$ cat config.mk
export PLATFORM = sky130hd
export DESIGN_NAME = psum_drain_requant_flat
export DESIGN_NICKNAME = d
export VERILOG_FILES = /design/src/rtl/psum_drain_requant_pkg.sv /design/src/rtl/psum_drain_requant_if.sv /design/src/rtl/psum_drain_requant_sat.sv /design/src/rtl/psum_drain_requant.sv /design/src/flat_wrapper.sv
export SDC_FILE = /design/constraint.sdc
export NUM_CORES = 1
export LEC_CHECK = 0
export ABC_CLOCK_PERIOD_IN_PS = 4700
export CORE_MARGIN = 2
export CORE_UTILIZATION = 52
export DETAILED_ROUTE_END_ITERATION = 10
export HOLD_SLACK_MARGIN = 0.12
export PLACE_DENSITY_LB_ADDON = 0.1
export SLEW_MARGIN = 25
export SYNTH_ARGS = -nofsm -noshare
export SYNTH_HDL_FRONTEND = slang
export SYNTH_SLANG_ARGS = --single-unit
$ cat constraint.sdc
create_clock -name clk_i -period 4.7 [get_ports clk_i]
set_input_delay 0.705 -clock clk_i [delete_from_list [all_inputs] [get_ports clk_i]]
set_output_delay 0.705 -clock clk_i [all_outputs]
set_load 0.05 [all_outputs]
$ cat src/rtl/psum_drain_requant_pkg.sv
// ffn_pkg: constants and FSM state type shared by the requant drain and the
// sigmoid activation stage.
//   FFN_DATA_WIDTH : width of bias / requantized z (signed)
//   FFN_FRAC_BITS  : fraction bits of bias / z (accumulators carry twice this)
//   FFN_ACC_WIDTH  : signed column accumulator width
//   FFN_NUM_COLS   : columns per captured row
package ffn_pkg;

   localparam int FFN_DATA_WIDTH = 16;
   localparam int FFN_FRAC_BITS  = 8;
   localparam int FFN_ACC_WIDTH  = 40;
   localparam int FFN_NUM_COLS   = 4;

   typedef enum logic {
      DRAIN_IDLE = 1'b0,
      DRAIN_BUSY = 1'b1
   } drain_state_e;

endpackage

$ cat src/rtl/psum_drain_requant_if.sv
// Handshake bundle for the accumulator drain / requant block.
//   acc side : acc_valid_i, acc_ready_o, acc_i, bias_i (one full row per beat)
//   z side   : z_o, z_col_o, z_last_o, sat_o, z_valid_o, z_ready_i
// slave is the drain block, master is the row source plus downstream sink.
interface psum_drain_requant_if
   import ffn_pkg::*;
#(
   parameter int DATA_WIDTH = FFN_DATA_WIDTH,
   parameter int ACC_WIDTH  = FFN_ACC_WIDTH,
   parameter int NUM_COLS   = FFN_NUM_COLS
);

   localparam int COL_W = $clog2(NUM_COLS);

   logic                           acc_valid_i;
   logic                           acc_ready_o;
   logic [NUM_COLS*ACC_WIDTH-1:0]  acc_i;
   logic [NUM_COLS*DATA_WIDTH-1:0] bias_i;
   logic [DATA_WIDTH-1:0]          z_o;
   logic [COL_W-1:0]               z_col_o;
   logic                           z_last_o;
   logic                           sat_o;
   logic                           z_valid_o;
   logic                           z_ready_i;

   modport master (
      output acc_valid_i, acc_i, bias_i, z_ready_i,
      input  acc_ready_o, z_o, z_col_o, z_last_o, sat_o, z_valid_o
   );

   modport slave (
      input  acc_valid_i, acc_i, bias_i, z_ready_i,
      output acc_ready_o, z_o, z_col_o, z_last_o, sat_o, z_valid_o
   );

endinterface

$ cat src/rtl/psum_drain_requant_sat.sv
// requant_sat: combinational bias add, round-half-up and saturation.
//   acc  : signed accumulator, 2*FRAC_BITS fraction bits
//   bias : signed bias, FRAC_BITS fraction bits
//   z    : signed result, FRAC_BITS fraction bits, clipped to DATA_WIDTH
//   sat  : z was clipped
module requant_sat
   import ffn_pkg::*;
#(
   parameter int DATA_WIDTH = FFN_DATA_WIDTH,
   parameter int FRAC_BITS  = FFN_FRAC_BITS,
   parameter int ACC_WIDTH  = FFN_ACC_WIDTH
) (
   input  logic signed [ACC_WIDTH-1:0]  acc,
   input  logic signed [DATA_WIDTH-1:0] bias,
   output logic        [DATA_WIDTH-1:0] z,
   output logic                         sat
);

   // Two guard bits: one for the bias add, one for the rounding add.
   localparam int EW = ACC_WIDTH + 2;
   localparam logic signed [EW-1:0] HALF  = EW'(2 ** (FRAC_BITS - 1));
   localparam logic signed [EW-1:0] Z_MAX = EW'((2 ** (DATA_WIDTH - 1)) - 1);
   localparam logic signed [EW-1:0] Z_MIN = -Z_MAX - EW'(1);

   logic signed [EW-1:0] acc_x;
   logic signed [EW-1:0] bias_x;
   logic signed [EW-1:0] sum;
   logic signed [EW-1:0] rnd;

   assign acc_x  = {{(EW - ACC_WIDTH){acc[ACC_WIDTH-1]}}, acc};
   assign bias_x = {{(EW - DATA_WIDTH){bias[DATA_WIDTH-1]}}, bias};
   assign sum    = acc_x + (bias_x <<< FRAC_BITS);
   // Arithmetic shift floors, so adding half first rounds ties toward +inf.
   assign rnd    = (sum + HALF) >>> FRAC_BITS;

   always_comb begin
      z   = rnd[DATA_WIDTH-1:0];
      sat = 1'b0;
      if (rnd > Z_MAX) begin
         z   = {1'b0, {(DATA_WIDTH - 1){1'b1}}};
         sat = 1'b1;
      end else if (rnd < Z_MIN) begin
         z   = {1'b1, {(DATA_WIDTH - 1){1'b0}}};
         sat = 1'b1;
      end
   end

endmodule

$ cat src/rtl/psum_drain_requant.sv
// psum_drain_requant: captures one row of column accumulators plus biases,
// then emits one requantized column per cycle toward the sigmoid stage.
//   clk_i, rst_ni : clock, asynchronous active-low reset
//   bus (slave)   : row capture handshake (acc_*, bias_i) and z output stream
//
// state      | meaning
// DRAIN_IDLE | ready for a row; last z of the previous row may still be held
// DRAIN_BUSY | emitting columns of the captured row, one per accepted beat
module psum_drain_requant
   import ffn_pkg::*;
#(
   parameter int DATA_WIDTH = FFN_DATA_WIDTH,
   parameter int FRAC_BITS  = FFN_FRAC_BITS,
   parameter int ACC_WIDTH  = FFN_ACC_WIDTH,
   parameter int NUM_COLS   = FFN_NUM_COLS
) (
   input  logic                 clk_i,
   input  logic                 rst_ni,
   psum_drain_requant_if.slave  bus
);

   localparam int COL_W = $clog2(NUM_COLS);
   localparam logic [COL_W-1:0] LAST_COL = COL_W'(NUM_COLS - 1);

   drain_state_e                   state;
   logic [NUM_COLS*ACC_WIDTH-1:0]  acc_q;
   logic [NUM_COLS*DATA_WIDTH-1:0] bias_q;
   logic [COL_W-1:0]               col;

   logic                           acc_ready_q;
   logic [DATA_WIDTH-1:0]          z_q;
   logic [COL_W-1:0]               z_col_q;
   logic                           z_last_q;
   logic                           sat_q;
   logic                           z_valid_q;

   logic signed [ACC_WIDTH-1:0]    acc_sel;
   logic signed [DATA_WIDTH-1:0]   bias_sel;
   logic [DATA_WIDTH-1:0]          z_next;
   logic                           sat_next;
   logic                           load;

   assign acc_sel  = acc_q[col*ACC_WIDTH +: ACC_WIDTH];
   assign bias_sel = bias_q[col*DATA_WIDTH +: DATA_WIDTH];

   requant_sat #(
      .DATA_WIDTH (DATA_WIDTH),
      .FRAC_BITS  (FRAC_BITS),
      .ACC_WIDTH  (ACC_WIDTH)
   ) u_requant_sat (
      .acc  (acc_sel),
      .bias (bias_sel),
      .z    (z_next),
      .sat  (sat_next)
   );

   // Output register is free when empty or being consumed this cycle.
   assign load = !z_valid_q || bus.z_ready_i;

   always_ff @(posedge clk_i or negedge rst_ni) begin
      if (!rst_ni) begin
         state       <= DRAIN_IDLE;
         acc_q       <= '0;
         bias_q      <= '0;
         col         <= '0;
         acc_ready_q <= 1'b1;
         z_q         <= '0;
         z_col_q     <= '0;
         z_last_q    <= 1'b0;
         sat_q       <= 1'b0;
         z_valid_q   <= 1'b0;
      end else begin
         case (state)
            DRAIN_IDLE: begin
               if (z_valid_q && bus.z_ready_i) z_valid_q <= 1'b0;
               if (bus.acc_valid_i) begin
                  acc_q       <= bus.acc_i;
                  bias_q      <= bus.bias_i;
                  col         <= '0;
                  acc_ready_q <= 1'b0;
                  state       <= DRAIN_BUSY;
               end
            end
            DRAIN_BUSY: begin
               if (load) begin
                  z_q       <= z_next;
                  z_col_q   <= col;
                  z_last_q  <= (col == LAST_COL);
                  sat_q     <= sat_next;
                  z_valid_q <= 1'b1;
                  if (col == LAST_COL) begin
                     col         <= '0;
                     acc_ready_q <= 1'b1;
                     state       <= DRAIN_IDLE;
                  end else begin
                     col <= col + COL_W'(1);
                  end
               end
            end
            default: begin
               state       <= DRAIN_IDLE;
               acc_ready_q <= 1'b1;
            end
         endcase
      end
   end

   assign bus.acc_ready_o = acc_ready_q;
   assign bus.z_o         = z_q;
   assign bus.z_col_o     = z_col_q;
   assign bus.z_last_o    = z_last_q;
   assign bus.sat_o       = sat_q;
   assign bus.z_valid_o   = z_valid_q;

endmodule

$ cat src/flat_wrapper.sv
// flat-port wrapper written by rule: the top's interface ports become plain ports
module psum_drain_requant_flat import ffn_pkg::*;
#(
   parameter int DATA_WIDTH = FFN_DATA_WIDTH,
   parameter int FRAC_BITS  = FFN_FRAC_BITS,
   parameter int ACC_WIDTH  = FFN_ACC_WIDTH,
   parameter int NUM_COLS   = FFN_NUM_COLS
)
  (clk_i, rst_ni, bus_acc_valid_i, bus_acc_i, bus_bias_i, bus_z_ready_i, bus_acc_ready_o, bus_z_o, bus_z_col_o, bus_z_last_o, bus_sat_o, bus_z_valid_o);
  psum_drain_requant_if #(.DATA_WIDTH(DATA_WIDTH), .ACC_WIDTH(ACC_WIDTH), .NUM_COLS(NUM_COLS)) bus_i ();
  input  logic clk_i;
  input  logic rst_ni;
  input wire logic [$bits(bus_i.acc_valid_i)-1:0] bus_acc_valid_i;
  input wire logic [$bits(bus_i.acc_i)-1:0] bus_acc_i;
  input wire logic [$bits(bus_i.bias_i)-1:0] bus_bias_i;
  input wire logic [$bits(bus_i.z_ready_i)-1:0] bus_z_ready_i;
  output wire logic [$bits(bus_i.acc_ready_o)-1:0] bus_acc_ready_o;
  output wire logic [$bits(bus_i.z_o)-1:0] bus_z_o;
  output wire logic [$bits(bus_i.z_col_o)-1:0] bus_z_col_o;
  output wire logic [$bits(bus_i.z_last_o)-1:0] bus_z_last_o;
  output wire logic [$bits(bus_i.sat_o)-1:0] bus_sat_o;
  output wire logic [$bits(bus_i.z_valid_o)-1:0] bus_z_valid_o;
  assign bus_i.acc_valid_i = bus_acc_valid_i;
  assign bus_i.acc_i = bus_acc_i;
  assign bus_i.bias_i = bus_bias_i;
  assign bus_i.z_ready_i = bus_z_ready_i;
  assign bus_acc_ready_o = bus_i.acc_ready_o;
  assign bus_z_o = bus_i.z_o;
  assign bus_z_col_o = bus_i.z_col_o;
  assign bus_z_last_o = bus_i.z_last_o;
  assign bus_sat_o = bus_i.sat_o;
  assign bus_z_valid_o = bus_i.z_valid_o;
  psum_drain_requant #(.DATA_WIDTH(DATA_WIDTH), .FRAC_BITS(FRAC_BITS), .ACC_WIDTH(ACC_WIDTH), .NUM_COLS(NUM_COLS)) u_core (.clk_i(clk_i), .rst_ni(rst_ni), .bus(bus_i));
endmodule
==> results_tabular.tex, run 1 <==
\begin{tabular}{lr}
\hline
Metric & Value \\
\hline
\multicolumn{2}{l}{\textbf{Status}} \\
Status & finished, final reports clean \\
\multicolumn{2}{l}{\textbf{Clocking}} \\
Number of H-tree levels & 1 \\
Clock tree sinks & 221 \\
Clock latency reported for the late side of the worst-skew pair & 0.52 ns \\
Bufs on Longest Clock Path & 3 \\
Library cell used as clock root buffer & clkbuf\_16 \\
Inserted Clock Buffers & 23 \\
Clock slew at reported path FFs & 0.06 ns \\
CTS tree & done \\
\multicolumn{2}{l}{\textbf{STA}} \\
Slew Limit Fails & 0 \\
Worst setup slack after layout & 0.235 ns \\
Transition time of the tightest slew-check pin & 0.874 ns \\
Fin Hold WS & 0.165 ns \\
Max Clock Freq & 224 MHz \\
Final setup violation count & 0 \\
Worst clock skew & 0.0211 ns \\
Endpoints failing hold & 0 \\
Shortest clock period the worst path allows after layout & 4.47 ns \\
Period utilization & 0.950 \\
Relative max-transition margin & 0.417 \\
\multicolumn{2}{l}{\textbf{Detailed routing}} \\
Detail Route Antenna Nets & 0 \\
Detailed-route wire length & 32.8 mm \\
Total via count after detailed routing & 10400 \\
Routed length per instance & 17.6 um \\
Router iterations before antenna repair & 5 \\
Iteration-0 DRC count of the detailed router & 761 \\
DRC violation count after routing & 0 \\
Via density & 5.55 \\
\multicolumn{2}{l}{\textbf{Die}} \\
Count of standard-cell rows & 55 \\
Starting utilization of the core area & 0.529 \\
Num ports & 250 \\
Core footprint & 22600 um2 \\
Die Area & 24300 um2 \\
Die Height & 156 um \\
Die boundary width & 156 um \\
\multicolumn{2}{l}{\textbf{GRT}} \\
Largest net degree at the start of global routing & 111 \\
Global-route wire length before repair & 52.5 mm \\
Overflow after GRT & 0 \\
All-layer global routing usage & 0.272 \\
Number of antenna violations at the first check in global routing & 2 \\
Vias in the first global route & 10200 \\
\multicolumn{2}{l}{\textbf{Finish}} \\
Layout filler cell count & 1824 \\
Post-route design area & 15400 um2 \\
\# nets final & 1825 \\
Layout overhead on the synthesized area & 28.4\% \\
Final core utilization & 0.679 \\
Most common library cell in the layout ignoring fill and taps & nand2\_1 \\
Commonest cells after routing, fill and taps aside & nand2\_1 (644), clkdlybuf4s50\_1 (220), dfrtp\_1 (218) \\
Fraction of final layout cells with drive strength greater than 1 & 0.0969 \\
\multicolumn{2}{l}{\textbf{Power}} \\
Clock network power share & 0.135 \\
Power per unit of standard cell area & 921 nW/um2 \\
Leakage power summed over all cells & 7.35 nW \\
Net Sw Frac & 0.467 \\
Fraction of power consumed by sequential logic & 0.236 \\
IR Drop Worst-Case VDD & 0.000409 V \\
Internal cell power & 0.00756 W \\
Overall power of the completed layout & 0.0142 W \\
Combinational power share & 0.629 \\
Net switching power of the design & 0.00661 W \\
\multicolumn{2}{l}{\textbf{Synth}} \\
Post-synth top flop & dfrtp\_1 \\
Number of register bits inferred by synthesis & 221 \\
Cells after Synth & 1360 \\
Most area-consuming cells after synthesis & dfrtp\_1 (46\%), nand2\_1 (20\%), mux4\_2 (9.0\%) \\
Number of distinct library cells after synthesis & 80 \\
Yosys synthesis warning count & 0 \\
Average cell area after synthesis & 8.81 um2 \\
Syn nets & 1622 \\
Synth top area share & 0.459 \\
Post-synthesis sequential area ratio & 0.462 \\
Post-synth top area cell & dfrtp\_1 \\
Cell area after technology mapping & 12000 um2 \\
Number of synthesized flops with an enable pin & 0 \\
Share of flip-flops with an asynchronous set or reset & 1.00 \\
\multicolumn{2}{l}{\textbf{Placed design}} \\
Cell area after placement & 14500 um2 \\
Worst slack after detailed placement & 0.126 ns \\
Count of port buffers added during placement & 221 \\
Routability congestion estimate from global placement & 0.919 \\
Post-detail-place hpwl & 24.2 mm \\
\multicolumn{2}{l}{\textbf{Critical path}} \\
WP data required & 5.13 ns \\
Endpoint kind of the worst setup timing path & flop \\
Critical setup path kind & reg2reg \\
Startpoint types & flop \\
Source of the critical timing path & u\_core.col[0] \\
Worst reg2reg startpoint & u\_core.col[0] \\
Data arrival at the endpoint of the critical path & 4.90 ns \\
Largest driver fanout on the critical path & 16 \\
\multicolumn{2}{l}{\textbf{Worst hold path}} \\
Path type of the worst min-delay path & in2async \\
\multicolumn{2}{l}{\textbf{Flow run}} \\
Number of max-capacitance violations reported & 0 \\
\hline
\end{tabular}
## power by group through the flow
stage / Sequential (W) / Clock (W) / Combinational [W]
floorplan: 0.00346 / 0 / 0.00631
global placement: 0.00331 / 0 / 0.00856
detailed placement: 0.00335 / 0 / 0.00869
CTS: 0.00333 / 0.00194 / 0.00875
global route: 0.00343 / 0.00201 / 0.00983
finish: 0.00334 / 0.00192 / 0.00892
## cell families after synthesis
logic type / Yosys count / share of synthesized area
simple gates: 789 / 0.269
flops: 221 / 0.462
compound gates: 159 / 0.0916
buf+inv: 82 / 0.0307
mux: 52 / 0.0941
fa+ha+maj: 34 / 0.0361
xor+xnor: 23 / 0.0168
## sequential cells by signal, indices dropped and copies added (netlist names)
signal                  cells
u_core.acc_q              132
u_core.bias_q              64
u_core.bus.acc_ready_o      1
u_core.bus.sat_o            1
u_core.bus.z_col_o          2
u_core.bus.z_last_o         1
u_core.bus.z_o             16
u_core.bus.z_valid_o        1
u_core.col                  2
u_core.state                1
## worst max-delay path, cell delays in order, from the launching register on
cell       delay (ns)
dfrtp_4          0.62
buf_4            0.27
mux4_2           0.57
ha_2             0.49
nand2_1          0.07
o21ai_0          0.36
o32ai_2          0.18
a31oi_2          0.34
xnor2_1          0.14
nor4_1           0.31
nand4bb_1        0.21
nor4_4           0.28
buf_4            0.25
a41oi_1          0.15
o31ai_1          0.12
## metrics by stage
step,TNS [ns],std cells
after global routing,-0.00579,1866
after detailed placement,0,1816
final,0,1866
after global placement,0,1816
after CTS,0,1857
after floorplan,0,1360
## metal layers
layer | track usage | wire length (um) | up-vias
met5 | 0 | 0 | -
met4 | 0.0782 | 802 | 0
met3 | 0.0372 | 1730 | 53
met2 | 0.427 | 15300 | 290
met1 | 0.400 | 15000 | 5025
li1 | - | - | 4991
## synthesized netlist by cell type, types with 7 or more instances
master,count
xnor2_1,11
dfrtp_1,220
o211ai_1,7
xor2_1,12
a21oi_1,51
nand2_1,645
clkbuf_1,55
buf_1,7
nor3_1,14
mux4_2,48
a21o_1,14
and3_1,8
o21a_1,7
nand3_1,23
nor2_1,46
ha_1,33
o21ai_0,15
nand4_1,17
## final timing paths
| kind | end | slack, ns | cells past startpoint |
|---|---|---|---|
| max in group asynchronous | u_core.acc_q[79] | 3.43 | 2 |
| max reg2reg | u_core.bus.z_o[13] | 0.23 | 14 |
| min | u_core.bus.z_col_o[0] | 0.17 | 1 |
| min reg2reg | u_core.acc_q[134] | 0.47 | 2 |
| max | u_core.bus.z_o[13] | 0.23 | 14 |
| min in group clk_i | u_core.acc_q[134] | 0.47 | 2 |
## area by class of cell
type	instances	area [um2]	share of cell area
timing repair buffer	254	2530	0.165
clock inverter	8	119	0.00773
inverter	6	22.5	0.00146
tap	285	357	0.0232
sequential	221	5540	0.360
antenna	2	5.00	0.000325
multi-input combinational	1057	6120	0.398
clock buffer	33	683	0.0444
## repair_timing
action,CTS,global route
hold buffers,0,0
resized for setup,0,7
buffers inserted,0,6
endpoints found under the setup margin,0,16
Power figures use the tool's default switching activity.
==> run 2: changes to the inputs <==
Settings changed: CELL_PAD_IN_SITES_DETAIL_PLACEMENT from default to 1, CELL_PAD_IN_SITES_GLOBAL_PLACEMENT from default to 1, CORE_UTILIZATION 52 to 39.
==> results_tabular.tex, run 2 (synthesis results as in run 1) <==
\begin{tabular}{lr}
\hline
Metric & Value \\
\hline
\multicolumn{2}{l}{\textbf{Detailed routing}} \\
Router iterations before antenna repair & 4 \\
DRC violation count after routing & 0 \\
Detailed-route wire length & 36.7 mm \\
Total via count after detailed routing & 10300 \\
Detail Route Antenna Nets & 0 \\
Routed length per instance & 18.5 um \\
Via density & 5.20 \\
Iteration-0 DRC count of the detailed router & 442 \\
\multicolumn{2}{l}{\textbf{Clocking}} \\
Number of setup buffers added after CTS & 0 \\
Number of H-tree levels & 1 \\
Post-CTS resize count & 0 \\
Inserted Clock Buffers & 26 \\
Clock latency reported for the late side of the worst-skew pair & 0.55 ns \\
Clock tree sinks & 221 \\
Clock slew at reported path FFs & 0.06 ns \\
CTS tree & done \\
CTS hold repair buffers & 0 \\
Bufs on Longest Clock Path & 3 \\
Library cell used as clock root buffer & clkbuf\_16 \\
\multicolumn{2}{l}{\textbf{Critical path}} \\
Data arrival at the endpoint of the critical path & 4.82 ns \\
Largest driver fanout on the critical path & 18 \\
Critical setup path kind & reg2reg \\
Biggest cell delay along the critical path & 0.51 ns \\
CP endpoint & u\_core.bus.z\_o[13] \\
Worst reg2reg startpoint & u\_core.col[0] \\
Source of the critical timing path & u\_core.col[0] \\
Startpoint types & flop \\
Worst path cell trace & buf\_12 -> buf\_4 -> mux4\_2 -> ha\_1 -> a21oi\_1 -> o21ai\_0 -> o32ai\_1 -> a31oi\_2 -> xnor2\_1 -> nor4\_1 -> nand4bb\_1 -> nor4\_4 -> buf\_12 -> a41oi\_1 -> o31ai\_1 \\
Endpoint kind of the worst setup timing path & flop \\
Critical path depth in cells & 15 \\
Kind of cell adding the most delay to the critical path & compound AO/OA/AOI/OAI gates \\
Cell mode on critical path & buf\_12 \\
WP data required & 5.15 ns \\
Critical path buffers and inverters & 3 \\
Register-to-register setup slack & 0.33 ns \\
Worst R2R End & u\_core.bus.z\_o[13] \\
R2r worst-path depth & 15 \\
CP max-delay cell & mux4\_2 \\
\multicolumn{2}{l}{\textbf{Die}} \\
Starting utilization of the core area & 0.394 \\
Die Height & 179 um \\
Core footprint & 30400 um2 \\
Num ports & 250 \\
Die boundary width & 179 um \\
Die Area & 32100 um2 \\
Count of standard-cell rows & 64 \\
\multicolumn{2}{l}{\textbf{STA}} \\
Max Clock Freq & 229 MHz \\
Period utilization & 0.930 \\
RSZ-0062 raised after global routing & no \\
Slew Limit Fails & 0 \\
Endpoints failing hold & 0 \\
Final setup violation count & 0 \\
Transition time of the tightest slew-check pin & 0.980 ns \\
Relative max-transition margin & 0.346 \\
Worst clock skew & 0.00677 ns \\
Total negative setup slack & 0 ns \\
Shortest clock period the worst path allows after layout & 4.37 ns \\
\multicolumn{2}{l}{\textbf{GRT}} \\
Global-route wire length before repair & 58.0 mm \\
Overflow after GRT & 0 \\
All-layer global routing usage & 0.232 \\
Largest net degree at the start of global routing & 114 \\
Vias in the first global route & 10800 \\
Number of antenna violations at the first check in global routing & 4 \\
\multicolumn{2}{l}{\textbf{Finish}} \\
Layout overhead on the synthesized area & 30.2\% \\
\# nets final & 1829 \\
Most common library cell in the layout ignoring fill and taps & nand2\_1 \\
Largest reg by FF count & u\_core.acc\_q \\
Commonest cells after routing, fill and taps aside & nand2\_1 (645), clkdlybuf4s50\_1 (220), dfrtp\_1 (218) \\
Number of cells in the finished layout apart from fillers & 1981 \\
Fraction of final layout cells with drive strength greater than 1 & 0.0960 \\
Layout filler cell count & 3559 \\
Number of flip-flops under the largest register name & 132 \\
\multicolumn{2}{l}{\textbf{Power}} \\
Leakage power summed over all cells & 7.38 nW \\
Power per unit of standard cell area & 938 nW/um2 \\
IR Drop Worst-Case VDD & 0.000396 V \\
\multicolumn{2}{l}{\textbf{Placed design}} \\
Post-detail-place hpwl & 27.6 mm \\
Count of port buffers added during placement & 221 \\
Placed Cells incl. Taps & 1935 \\
Routability congestion estimate from global placement & 0.847 \\
\multicolumn{2}{l}{\textbf{Status}} \\
Status & finished, final reports clean \\
\multicolumn{2}{l}{\textbf{Flow run}} \\
Number of max-capacitance violations reported & 0 \\
\multicolumn{2}{l}{\textbf{Worst hold path}} \\
Path type of the worst min-delay path & in2async \\
\hline
\end{tabular}
-- run 2: report_power, final --
group	total (W)	switching (W)	internal [W]
registers	0.00329	0.000480	0.00281
logic	0.00935	0.00561	0.00373
clock network	0.00199	0.000815	0.00118
-- run 2: worst min path at each step --
| stage | slack [ns] | end | startpoint | cells past startpoint |
|---|---|---|---|---|
| 5_1_grt | 0.23 | u_core.bus.z_valid_o | rst_ni | 1 |
| 6_report | 0.17 | u_core.bus.z_valid_o | rst_ni | 1 |
| 3_5_place_dp | 0.46 | u_core.bias_q[38] | u_core.bias_q[38] | 2 |
| 2_1_floorplan | 0.41 | u_core.acc_q[100] | rst_ni | 0 |
| 4_1_cts | 0.23 | u_core.bus.z_valid_o | rst_ni | 1 |
| 3_3_place_gp | 0.45 | u_core.acc_q[56] | u_core.acc_q[56] | 2 |
-- run 2: final cells by class --
type,count,area [um2],area share
multi-input combinational,1057,6110,0.392
sequential,221,5540,0.355
timing repair buffer,255,2570,0.165
clock buffer,37,762,0.0489
tap,396,495,0.0318
clock inverter,7,90.1,0.00578
inverter,6,22.5,0.00144
antenna,2,5.00,0.000321
-- run 2: layer usage --
layer	vias up	wire [um]	share of wire	track usage
met5	-	16	0.00044	0
met4	2	601	0.016	0.0447
met3	34	1400	0.038	0.0335
met2	173	17500	0.48	0.378
met1	5103	17200	0.47	0.330
li1	4982	-	-	-
-- run 2: worst reg2reg max path: stages, from the launching register on --
cell,delay (ns)
dfrtp_4,0.44
buf_12,0.20
buf_4,0.22
mux4_2,0.51
ha_1,0.46
a21oi_1,0.14
o21ai_0,0.30
o32ai_1,0.17
a31oi_2,0.35
xnor2_1,0.15
nor4_1,0.31
nand4bb_1,0.23
nor4_4,0.35
buf_12,0.19
a41oi_1,0.13
o31ai_1,0.13
-- run 2: metrics by stage --
| step | util | hold WS, ns | setup WS [ns] | power [W] | area (um2) |
|---|---|---|---|---|---|
| floorplan | - | 0.409 | 0.389 | 0.00977 | 12000 |
| global placement | 0.484 | 0.453 | 0.402 | 0.0124 | 14700 |
| detailed placement | 0.484 | 0.457 | 0.294 | 0.0126 | 14700 |
| CTS | 0.512 | 0.231 | 0.297 | 0.0147 | 15600 |
| global route | 0.513 | 0.229 | 0.0911 | 0.0158 | 15600 |
| finish | 0.513 | 0.172 | 0.328 | 0.0146 | 15600 |
